==> src/rtl/uart_rx.sv <==
// UART receiver: start bit, BIT_PER_WORD+1 data bits LSB first, one stop bit.
// Received words are held in a one-word register handed off with a valid/ack handshake.
module uart_rx #(
  parameter int DELAY_FRAMES = 2812,
  parameter int BIT_PER_WORD = 7
) (
  input  logic                  clk,
  input  logic                  rst,
  input  logic                  rx_pin,
  output logic [BIT_PER_WORD:0] data,
  output logic                  data_ready,
  input  logic                  data_ack,
  input  logic                  err_clear,
  output logic                  framing_error,
  output logic                  overrun,
  output logic                  sampled,
  output logic [5:0]            led
);

  localparam logic [24:0] HALF_CNT = 25'(DELAY_FRAMES / 2);
  localparam logic [24:0] BIT_CNT  = 25'(DELAY_FRAMES);
  localparam logic [7:0]  LAST_BIT = 8'(BIT_PER_WORD);

  typedef enum logic [2:0] {
    IDLE,
    START_BIT,
    RECEIVE,
    STOP_BIT,
    WAIT_IDLE
  } state_t;

  state_t state, state_next;

  logic                  rx_meta;
  logic                  rx_s;
  logic [24:0]           tx_counter;
  logic [7:0]            bit_counter;
  logic [BIT_PER_WORD:0] shift_reg;

  logic cnt_clear;
  logic cnt_inc;
  logic bit_clear;
  logic bit_inc;
  logic deliver;
  logic frame_err_set;
  logic overrun_set;
  logic cnt_last;
  logic half_last;

  assign cnt_last    = (tx_counter + 25'd1) == BIT_CNT;
  assign half_last   = (tx_counter + 25'd1) == HALF_CNT;
  assign overrun_set = deliver && data_ready && !data_ack;

  // Reset loads the idle level so leaving reset never looks like a start bit
  always_ff @(posedge clk) begin
    if (rst) begin
      rx_meta <= 1'b1;
      rx_s    <= 1'b1;
    end else begin
      rx_meta <= rx_pin;
      rx_s    <= rx_meta;
    end
  end

  always_ff @(posedge clk) begin
    if (rst) state <= IDLE;
    else     state <= state_next;
  end

  always_comb begin
    state_next    = state;
    cnt_clear     = 1'b0;
    cnt_inc       = 1'b0;
    bit_clear     = 1'b0;
    bit_inc       = 1'b0;
    sampled       = 1'b0;
    deliver       = 1'b0;
    frame_err_set = 1'b0;
    case (state)
      IDLE: begin
        if (!rx_s) begin
          state_next = START_BIT;
          cnt_clear  = 1'b1;
        end
      end
      START_BIT: begin
        // Half a bit in: a line that is high again was only a glitch
        if (half_last) begin
          cnt_clear = 1'b1;
          if (!rx_s) begin
            state_next = RECEIVE;
            bit_clear  = 1'b1;
          end else begin
            state_next = IDLE;
          end
        end else begin
          cnt_inc = 1'b1;
        end
      end
      RECEIVE: begin
        if (cnt_last) begin
          sampled   = 1'b1;
          cnt_clear = 1'b1;
          if (bit_counter == LAST_BIT) state_next = STOP_BIT;
          else                         bit_inc    = 1'b1;
        end else begin
          cnt_inc = 1'b1;
        end
      end
      STOP_BIT: begin
        if (cnt_last) begin
          cnt_clear = 1'b1;
          if (rx_s) begin
            deliver    = 1'b1;
            state_next = IDLE;
          end else begin
            frame_err_set = 1'b1;
            state_next    = WAIT_IDLE;
          end
        end else begin
          cnt_inc = 1'b1;
        end
      end
      WAIT_IDLE: begin
        if (rx_s) state_next = IDLE;
      end
      default: state_next = IDLE;
    endcase
  end

  always_ff @(posedge clk) begin
    if (rst) begin
      tx_counter    <= '0;
      bit_counter   <= '0;
      shift_reg     <= '0;
      data          <= '0;
      data_ready    <= 1'b0;
      framing_error <= 1'b0;
      overrun       <= 1'b0;
    end else begin
      if (cnt_clear)    tx_counter <= '0;
      else if (cnt_inc) tx_counter <= tx_counter + 25'd1;

      if (bit_clear)    bit_counter <= '0;
      else if (bit_inc) bit_counter <= bit_counter + 8'd1;

      for (int i = 0; i <= BIT_PER_WORD; i++) begin
        if (sampled && bit_counter == 8'(i)) shift_reg[i] <= rx_s;
      end

      // A delivery in the same cycle as an ack replaces the word rather than clearing it
      if (deliver && (!data_ready || data_ack)) begin
        data       <= shift_reg;
        data_ready <= 1'b1;
      end else if (data_ready && data_ack) begin
        data_ready <= 1'b0;
      end

      if (frame_err_set)  framing_error <= 1'b1;
      else if (err_clear) framing_error <= 1'b0;

      if (overrun_set)    overrun <= 1'b1;
      else if (err_clear) overrun <= 1'b0;
    end
  end

  assign led[0] = (state == IDLE);
  assign led[1] = (state == START_BIT);
  assign led[2] = (state == RECEIVE);
  assign led[3] = (state == STOP_BIT);
  assign led[4] = (state == WAIT_IDLE);
  assign led[5] = framing_error | overrun;

endmodule

==> config.mk <==
export PLATFORM = sky130hd
export DESIGN_NAME = uart_rx
export DESIGN_NICKNAME = d
export VERILOG_FILES = /design/src/rtl/uart_rx.sv
export SDC_FILE = /design/constraint.sdc
export NUM_CORES = 1
export LEC_CHECK = 0
export ABC_AREA = 0
export CAP_MARGIN = 30
export CORE_MARGIN = 2
export CORE_UTILIZATION = 65
export CTS_BUF_LIST = sky130_fd_sc_hd__clkbuf_4
export CTS_CLUSTER_SIZE = 25
export DETAILED_ROUTE_END_ITERATION = 16
export GPL_ROUTABILITY_DRIVEN = 0
export MAX_ROUTING_LAYER = met4
export PLACE_DENSITY = 0.95
export SYNTH_ARGS = -nofsm -noshare
export SYNTH_HDL_FRONTEND = slang
export SYNTH_SLANG_ARGS = --single-unit
==> constraint.sdc <==
create_clock -name clk -period 6.44 [get_ports clk]
set_clock_uncertainty 0.15 [all_clocks]
set_input_delay 1.288 -clock clk [delete_from_list [all_inputs] [get_ports clk]]
set_output_delay 1.288 -clock clk [all_outputs]
set_load 0.05 [all_outputs]
==> results of run 1 <==
[power by group]
part	internal [mW]	switching (mW)	leakage [nW]
Combinational	0.00592	0.0134	0.715
Clock	0.160	0.142	0.0878
Sequential	0.353	0.00149	0.459
Total	0.519	0.157	1.26
[how the worst max path moves through the flow]
stage / startpoint / endpoint / slack (ps) / depth (start not counted)
6_report: tx_counter[14] / sampled / 1360 / 7
5_1_grt: tx_counter[0] / sampled / 1080 / 9
4_1_cts: tx_counter[8] / sampled / 1440 / 8
3_5_place_dp: tx_counter[0] / sampled / 1910 / 8
3_3_place_gp: tx_counter[0] / sampled / 1990 / 9
2_1_floorplan: tx_counter[0] / sampled / 2640 / 9
[cell families after synthesis]
kind of cell,count (synthesis),synth area share (%)
simple gates,205,33.9
flops,57,31.5
mux,10,2.77
buf+inv,49,7.26
compound gates,107,18.9
fa+ha+maj,7,2.42
xor+xnor,13,3.15
[cell usage in the layout, fill, tap and decap left out, types with 3 or more instances in the layout]
cell type,count
dfxtp_1,57
a21oi_1,41
nand2_1,33
nand3_1,32
nor2_1,23
clkdlybuf4s50_1,22
or4_1,19
o31ai_1,18
o21ai_0,18
nand4_1,16
nor3_1,13
inv_1,11
or3_1,11
mux2i_1,10
clkbuf_4,10
and3_1,8
xnor2_1,7
ha_1,7
or2_2,6
xor2_1,6
nor2b_1,5
and2_1,5
and4_1,5
nand2b_1,4
nor4_1,4
a31oi_1,4
nand4b_1,3
a31o_2,3
nor3b_1,3
o41ai_1,3
o21a_1,3
[layout make-up]
class,instances,area share [%]
clock buffers,10,1.94
clock inverters,6,2.14
inverters,11,1.07
multi-input cells,342,57.3
flip-flops and latches,57,29.5
well taps,72,2.33
repair buffers,22,5.70
[worst reg2reg max path, cell delays in order (launching register included)]
cell	delay [ps]
dfxtp_1	460
ha_1	320
nand3_1	290
or4_1	610
xnor2_1	170
nand4_1	270
nor2_1	100
and3_4	320
or4_1	550
a21oi_1	160
[metal layers]
layer  track usage, %  routed length, um
met5                -                  0
met4             15.6                240
met3             5.06                512
met2             50.0               4270
met1             35.1               3530
[through the flow]
step,area (um^2),utilization (%)
after floorplan,3620,-
after global placement,3710,68.2
after detailed placement,3710,68.2
after CTS,3870,71.1
after global routing,3870,71.1
final,3870,71.1
==> metrics, run 1 <==
Most used DFF post-synth dfxtp_1; launch instance of the worst register-to-register path tx_counter[0]; Mapped Area 3620 um^2; wire length per cell 16.5 um; worst flop-to-flop path endpoint tx_counter[23]; antenna-violating nets left 0; Synth area leaders dfxtp_1 32%, a21oi_1 5.7%, nand3_1 4.4%; max reg flops 25; Netlist cell types 60; Worst R2R Setup Slack 2980 ps; Starting Density 66.6%; final setup violation count 0; hold buffers post-CTS 0; Worst Reg2Reg Path Length in Cells 9; Cells after Synth 448; largest net degree at the start of global routing 41; Seq/Total Area, Yosys 31.5%; CTS resizes 0; fin cells 520; row count 27; Fmax achieved 0.197 GHz; Remaining DRCs 0; worst setup path class flip-flop to output pin; Tot Pwr 676 uW; Synth top cells by count 57 x dfxtp_1, 41 x a21oi_1, 33 x nand2_1; post-DP HPWL 5890 um; Overall Global Routing Usage 30.1%; critical path's top delay family simple AND/OR/NAND/NOR gates; mean area per synthesized cell 8.08 um^2; Max-Cap Viols 0; DIE HEIGHT 78.6 um; Worst Hold Class flip-flop to flip-flop; number of synthesized flops with an enable pin 0; Post-Place Worst Slack 1910 ps; Crit. End Element output pin; Worst path max stage delay 810 ps; Port Buffer Count 22; Min-Delay Path Depth 1; vias per inst 6.65; largest reg by FF count tx_counter; DRT Pass-1 Iters 5; power per cell area 175 nW/um^2; Antenna Cells 0; setup bufs post-CTS 0; H-tree depth 3; Root Driver clkbuf_4; CP max-delay cell clkdlybuf4s50_1; top cell type by total area after synthesis dfxtp_1; setup tns final 0 ps; outcome finished clean; grt ovf 0; sequential cell area 1140 um^2; FILL cells 415; register clock-pin slew on the reported worst setup and hold paths 110 ps; slew margin rel. 57.4%; Die W 78.6 um; I/O pin count 23; worst setup margin 1360 ps; clk sink count 57; crit-path cells nand4_1 > or3_1 > nor4_1 > o2111ai_1 > nand2_1 > and3_1 > clkdlybuf4s50_1; initial antenna violation count 0; crit path launch type flip-flop; crit path DAT 3640 ps; vias in the first global route 3185; Tcrit/Tclk final 78.9%; Worst-Margin Slew 637 ps; Worst Hold Launch rx_meta; Synth top area share 31.5%; flops & latches, synth 57; Static Leak 1.26 nW; core area 5440 um^2; Final Hold Viols 0; Syn-to-layout area delta 6.81%; Final min period 5080 ps; final WL 8560 um; hold endpoint rx_s; RSZ-0062 raised after global routing no; Peak supply drop 0.000127 V; Crit Path Max Fanout 14; Iteration-0 DRC Markers 330; Mapped Nets 460; ratio of cells with drive above 1 in the final layout 8.26%; CTS tree yes; cell with the most instances after synthesis dfxtp_1; global-route wire length before repair 14600 um; Max Slew Vio Count 0; via count 3460; WHS 273 ps; Synthesis Warnings 0; worst path buffer plus inverter count 1; Multi-input gate area 2220 um^2; clk_lat worst skew 420 ps; cts bufs inserted 9; CTS Buffer Depth 2; final net count 455; die area 6180 um^2; placed cells 504; async set-reset flop share out of synthesis 0%; worst endpoint required time 5000 ps
No activity file was read; power rests on OpenSTA's default activity.
==> inputs of run 2 (changes only) <==
Settings changed: CORE_UTILIZATION 65 to 56, PLACE_DENSITY 0.95 to 0.88.
Clock period 6.44 ns to 4.15 ns, I/O delays scaled along.
==> run 2 against run 1 <==
Flip-flop and latch count unchanged. Hold slack better by 19 ps. Wire length down 2.5%. Core utilization down 9.1 points. Cell area up 1.2%. Highest routed layer unchanged. Combinational power up 55%. Largest power group unchanged.
==> metrics, run 2 (synthesis gave the netlist of run 1 again) <==
crit path launch type flip-flop; Final min period 3930 ps; vias per inst 6.53 (-1.9%); final WL 8340 um (-2.5%); fin cells 530 (+1.9%); Syn-to-layout area delta 8.05%; DRT Pass-1 Iters 5 (unchanged); placed cells 510 (+1.2%); H-tree depth 3 (unchanged); Die W 84.4 um (+7.3%); clk sink count 57 (unchanged); Starting Density 57.3% (-9.2 points); Iteration-0 DRC Markers 216 (-35%); Tcrit/Tclk final 94.8%; Root Driver clkbuf_4; critical path's top delay family simple AND/OR/NAND/NOR gates; Fmax achieved 0.254 GHz; Max Slew Vio Count 0 (unchanged); DIE HEIGHT 84.4 um (+7.3%); Max-Cap Viols 0 (unchanged); Antenna Cells 0 (unchanged); antenna-violating nets left 0 (unchanged); largest reg by FF count tx_counter; CTS Buffer Depth 2 (unchanged); worst setup margin 217 ps (-1140 ps); core area 6310 um^2 (+16%); Placement Cell Area 3720 um^2 (+0.30%); global-route wire length before repair 14000 um (-4.0%); Overall Global Routing Usage 24.6% (-5.6 points); final setup violation count 0 (unchanged); I/O pin count 23 (unchanged); Final Util 62.0% (-9.1 points); worst setup path class flip-flop to output pin; clk_lat worst skew 440 ps (+20 ps); register clock-pin slew on the reported worst setup and hold paths 110 ps (about the same); Crit. End Element output pin; commonest non-fill, non-tap cells in the layout 57 x dfxtp_1, 41 x a21oi_1, 32 x nand2_1, 31 x nand3_1, 23 x nor2_1; setup tns final 0 ps (unchanged); initial antenna violation count 0 (unchanged); power per cell area 255 nW/um^2 (+46%); cts bufs inserted 9 (unchanged); Static Leak 1.28 nW (+1.7%); CTS tree yes; row count 29 (+7.4%); slew margin rel. 62.3% (+4.9 points); FILL cells 545 (+31%); crit-path cells nand4_1 > or3_1 > nor4_1 > o2111ai_1 > nand2_2 > and3_1 > buf_4; Worst R2R Setup Slack 820 ps (-2160 ps); Worst path max stage delay 520 ps (-290 ps); Tot Pwr 997 uW (+47%); Final Hold Viols 0 (unchanged); leading cell type in the layout, fill and taps excluded dfxtp_1; Worst-Margin Slew 563 ps (-74.0 ps); final net count 460 (+1.1%); max reg flops 25 (unchanged); vias in the first global route 3107 (-2.4%); worst path buffer plus inverter count 1 (unchanged); wire length per cell 15.7 um (-4.4%); worst endpoint required time 3170 ps (-1830 ps); Post-Place Worst Slack 574 ps (-1330 ps); WHS 293 ps (+19.3 ps); die area 7120 um^2 (+15%); ratio of cells with drive above 1 in the final layout 10.4% (+2.1 points); post-route cell area 3910 um^2 (+1.2%); crit path DAT 2950 ps (-690 ps); grt ovf 0 (unchanged); Peak supply drop 0.000218 V (+71%); largest net degree at the start of global routing 41 (unchanged); via count 3461 (+0.029%); CP max-delay cell dfxtp_1; Worst Hold Class flip-flop to flip-flop; post-DP HPWL 5850 um (-0.61%); Port Buffer Count 22 (unchanged); outcome finished clean; Remaining DRCs 0 (unchanged); RSZ-0062 raised after global routing no; Crit Path Max Fanout 14 (unchanged)
==> run 2: changes by cell type in the layout (fill, tap and decap cells not counted), sizes merged <==
cell           delta
buf               +6
clkinvlp          +3
clkinv            -2
bufinv            -1
clkbuf            -1
clkdlybuf4s50     -1
inv               +1
==> run 2: worst paths after layout <==
kind | from | end | cells past startpoint
worst max register to register | tx_counter[3] | bit_counter[4] | 9
worst min-delay path | rx_meta | rx_s | 1
worst max-delay path | tx_counter[14] | sampled | 7
worst min register to register | rx_meta | rx_s | 1
==> run 2: area by class of cell <==
| class | count | area (um^2) | area share (%) |
|---|---|---|---|
| clock inverter | 7 | 70.1 | 1.79 |
| clock buffer | 9 | 67.6 | 1.73 |
| multi-input combinational | 342 | 2240 | 57.3 |
| tap | 77 | 96.3 | 2.46 |
| sequential | 57 | 1140 | 29.2 |
| timing repair buffer | 27 | 255 | 6.53 |
| inverter | 11 | 41.3 | 1.06 |
==> run 2: power by group <==
part / total [mW] / switching, mW / internal (mW)
logic: 0.0299 / 0.0200 / 0.00990
clock network: 0.416 / 0.235 / 0.182
registers: 0.551 / 0.00242 / 0.548
==> run 2: routing by layer <==
layer	global-route usage (%)	wire [um]	up-vias	part of all wire [%]
met5	-	0	-	0
met4	11.3	273	0	3.3
met3	5.21	362	34	4.3
met2	41.7	4180	101	50
met1	27.7	3530	1646	42
li1	-	-	1680	-
==> run 2: worst reg2reg max path: stages, from the launching register on <==
cell and delay [ps]:
dfxtp_1 540, nand4_1 350, nor4_4 370, buf_4 170
nand3_1 90, a221oi_1 300, and4b_1 450, nand3_2 290
or3_1 420, a21oi_1 150
==> run 2: timing repair <==
item | 4_1_cts | 5_1_grt
hold buffers | 0 | 0
endpoints found under the setup margin | 0 | 1
resized for setup | 0 | 5
endpoints found under the hold margin | 0 | 0
buffers inserted | 0 | 4
==> RTL change 1 (settings of run 2) <==
The parameter `BIT_PER_WORD` goes from 7 to 6.
--- a/src/rtl/uart_rx.sv
+++ b/src/rtl/uart_rx.sv
@@ -3,5 +3,5 @@
 module uart_rx #(
   parameter int DELAY_FRAMES = 2812,
-  parameter int BIT_PER_WORD = 7
+  parameter int BIT_PER_WORD = 6
 ) (
   input  logic                  clk,
Interface: changed (resized data); port bits go from 23 to 22. The function was not compared with the original's and may differ.
==> RTL change 1 against run 2 <==
  * Total power down 20%
  * Worst setup slack worse by 0.066 ns
  * Final area down 2.8%
  * Die area down 4.8%
  * Routed wire length up 5.1%
  * Synthesized area down 5.0%
  * Non-clock buffer count up 9
  * Sequential cell count down 2
  * Sequential share of layout area up 0.10 points
  * Largest cell class unchanged
==> RTL change 1: results <==
metrics = {
    "status": {
        "outcome": "finished clean",
    },
    "synthesis": {
        "synth_common_cells": "dfxtp_1 (55), nor2_1 (34), a21oi_1 (33)",
        "ys_types": 53,
        "ys_top_cells_by_area": "dfxtp_1 (32%), mux2i_1 (5.2%), a21oi_1 (4.8%)",
        "ys_seq_area_frac": 0.320,
        "synth_nets": 441,
    },
    "global_route": {
        "grt_max_degree": 26,
        "grt_pass1_wl_mm": 14.1,
        "grt_pass1_vias": 3043,
        "grtUsageTotal": 0.276,
    },
    "placed_design": {
        "pre_cts_ws_ns": 0.413,
        "hpwlAfterDp_mm": 6.14,
        "port_buffers": 21,
    },
    "critical_path": {
        "critPathMaxStageDelay_ns": 0.65,
        "r2r_slack_ns": 0.42,
        "reg2regPathDepth": 10,
        "r2r_end": "tx_counter[7]",
        "cp_slowest_cell": "or4_1",
    },
    "drt": {
        "via_per_inst": 6.64,
        "first_iter_violations": 356,
        "wl_per_cell_um": 17.0,
    },
    "sta": {
        "hold-worst-slack_ns": 0.286,
        "worstMarginPinSlew_ns": 0.824,
    },
    "pwr": {
        "irDropWorstVdd_uv": 179,
        "internal-power_w": 0.000612,
        "pwr-share-clk": 0.298,
    },
    "layout": {
        "fill_cells": 480,
        "finalNetCount": 451,
        "drive_gt1_frac": 0.116,
    },
    "clock_tree": {
        "h-tree-depth": 2,
        "numCtsBuffers": 5,
        "path_clk_slew_ns": 0.16,
    },
}
-- RTL change 1: changes by cell type after synthesis, sizes merged, moves of 9 or more --
cell / change
o31ai: -14
nor2: +11
nand3: -9
or4: -11
buf: -13
nand2: -12
-- RTL change 1: kinds of logic (layout without fill, tap and decap cells) --
family                     count (synthesis)  after routing  share of synthesized area
muxes                                     18             18                     0.0524
DFF                                       55             55                      0.320
adders and majority gates                  7              7                     0.0255
buffers and inverters                     45             56                     0.0535
xor gates and xnor gates                  14             14                     0.0357
AOI/OAI and AO/OA                        108            108                      0.214
and+or+nand+nor                          182            182                      0.299
-- RTL change 1: worst reg2reg max path, cell delays in order, from the launching register on --
cell	delay, ns
dfxtp_2	0.45
ha_1	0.31
nand3_1	0.21
nor4_1	0.48
a31oi_1	0.19
or2_2	0.33
or4_1	0.66
nor2_1	0.39
buf_4	0.21
o221ai_1	0.12
a21oi_1	0.15
-- RTL change 1: final cells by class --
| type | instances | area share |
|---|---|---|
| Multi-Input combinational cell | 329 | 0.568 |
| Clock buffer | 6 | 0.0118 |
| Sequential cell | 55 | 0.293 |
| Clock inverter | 2 | 0.00329 |
| Tap cell | 75 | 0.0247 |
| Timing Repair Buffer | 36 | 0.0875 |
| Inverter | 12 | 0.0118 |
-- RTL change 1: repair_timing --
action,4_1_cts,5_1_grt
setup buffers,0,2
resized for setup,0,13
endpoints found under the setup margin,0,1
-- RTL change 1: how the worst max path moves through the flow --
stage,from,endpoint,slack (ns),depth (start not counted)
finish,tx_counter[2],sampled,0.15,7
global route,tx_counter[0],sampled,-0.008,7
CTS,tx_counter[0],sampled,0.07,7
detailed placement,tx_counter[0],tx_counter[1],0.41,10
global placement,tx_counter[7],sampled,0.57,7
floorplan,tx_counter[0],sampled,0.70,6
-- RTL change 1: metal layers --
metal	vias up	GRT usage	share of wire
li1	1634	-	-
met1	1592	0.348	0.43
met2	160	0.435	0.48
met3	33	0.0413	0.059
met4	0	0.125	0.033
met5	-	-	0
-- RTL change 1: through the flow --
| step | util | area (µm²) | total power [W] | cells | TNS [ns] |
|---|---|---|---|---|---|
| after global placement | 0.627 | 3710 | 0.000572 | 505 | 0 |
| after global routing | 0.642 | 3800 | 0.000832 | 515 | -0.00835 |
| final | 0.642 | 3800 | 0.000801 | 515 | 0 |
| after detailed placement | 0.627 | 3710 | 0.000573 | 505 | 0 |
| after CTS | 0.637 | 3770 | 0.000805 | 513 | 0 |
| after floorplan | - | 3440 | 0.000562 | 429 | 0 |
==> RTL change 2 (config.mk and constraints of run 2) <==
Made on the original files. The 5 states of `state_t` get a Gray code encoding in 3 bits.
--- a/src/rtl/uart_rx.sv
+++ b/src/rtl/uart_rx.sv
@@ -23,9 +23,9 @@
 
   typedef enum logic [2:0] {
-    IDLE,
-    START_BIT,
-    RECEIVE,
-    STOP_BIT,
-    WAIT_IDLE
+    IDLE      = 3'b000,
+    START_BIT = 3'b001,
+    RECEIVE   = 3'b011,
+    STOP_BIT  = 3'b010,
+    WAIT_IDLE = 3'b110
   } state_t;
 
Formal check against the unedited RTL: no difference found for any inputs over 10 cycles, from zero or initial values and one cycle with rst high; not proved beyond that.
==> RTL change 2 against run 2 <==
  * Final area decreased by 0.93%
  * Synthesized area down 7.1%
  * Total power grew 8.5%
  * Routed wire length fell by 4.5%
  * Largest cell class unchanged
  * Worst setup slack gained 0.0081 ns
  * Critical path depth rose by 1
  * Largest power group unchanged
  * Critical path type unchanged
  * Synthesized cell count shrank 6.7%
  * Sequential cell count stayed put
==> RTL change 2: results <==
metrics = {
    "pwr": {
        "p_seq_frac": 0.513,
        "irDropWorstVdd_uv": 207,
        "clk-power_w": 0.000486,
        "p_sw_frac": 0.248,
        "leakagePower_nw": 1.30,
    },
    "layout": {
        "finalNetCount": 448,
    },
    "synthesis": {
        "synth-adder-area-share": 0.0261,
        "avgSynthCellArea_um2": 8.04,
        "synth_nets": 430,
        "yosysTopAreaCellShare": 0.339,
        "ys_seq_area_frac": 0.339,
        "synth_common_cells": "dfxtp_1 (57), nor2_1 (44), nand2_1 (32)",
        "ys_top_cells_by_area": "dfxtp_1 (34%), xnor2_1 (6.8%), nor2_1 (4.9%)",
        "synthMuxAreaShare": 0.0301,
        "synth_compound_area_frac": 0.163,
    },
    "global_route": {
        "grt_pass1_wl_mm": 12.8,
        "grtUsageTotal": 0.255,
        "grt_max_degree": 23,
        "grt_pass1_vias": 2907,
    },
    "placed_design": {
        "pre_cts_ws_ns": 0.430,
        "placed_cell_area_um2": 3630,
        "hpwlAfterDp_mm": 5.40,
    },
    "critical_path": {
        "cp_slowest_cell": "or4_4",
        "critPathMaxStageDelay_ns": 0.61,
        "cp.arrival_ns": 2.95,
        "crit_path_max_fanout": 7,
    },
    "status": {
        "outcome": "finished clean",
    },
    "drt": {
        "wl_per_cell_um": 15.4,
        "via_per_inst": 6.29,
    },
}
RTL change 2: cell types whose count changed after synthesis, moves of 8 or more:
cell and delta:
a211oi_1 +9, a21oi_1 -23, buf_4 -8, nand3_1 -8
nor2_1 +21, o21ai_0 -11, o31ai_1 -12, or4_1 -13
xnor2_1 +19
RTL change 2: metal layers:
metal | track usage | vias up | part of all wire
li1 | - | 1554 | -
met1 | 0.304 | 1527 | 0.42
met2 | 0.407 | 137 | 0.49
met3 | 0.0451 | 28 | 0.058
met4 | 0.141 | 0 | 0.027
met5 | - | - | 0
RTL change 2: final timing paths:
kind                   end  slack [ns]  depth (start not counted)
setup / recovery   sampled        0.22                          8
hold / removal        rx_s        0.27                          1
setup reg to reg  state[0]        0.36                         12
hold reg to reg       rx_s        0.27                          1
RTL change 2: final cells by class:
cell class	instances	area [µm²]
Tap cell	75	93.8
Clock inverter	7	103
Multi-Input combinational cell	317	2080
Fill cell	451	1980
Sequential cell	57	1140
Clock buffer	9	67.6
Inverter	16	60.1
Timing Repair Buffer	35	328
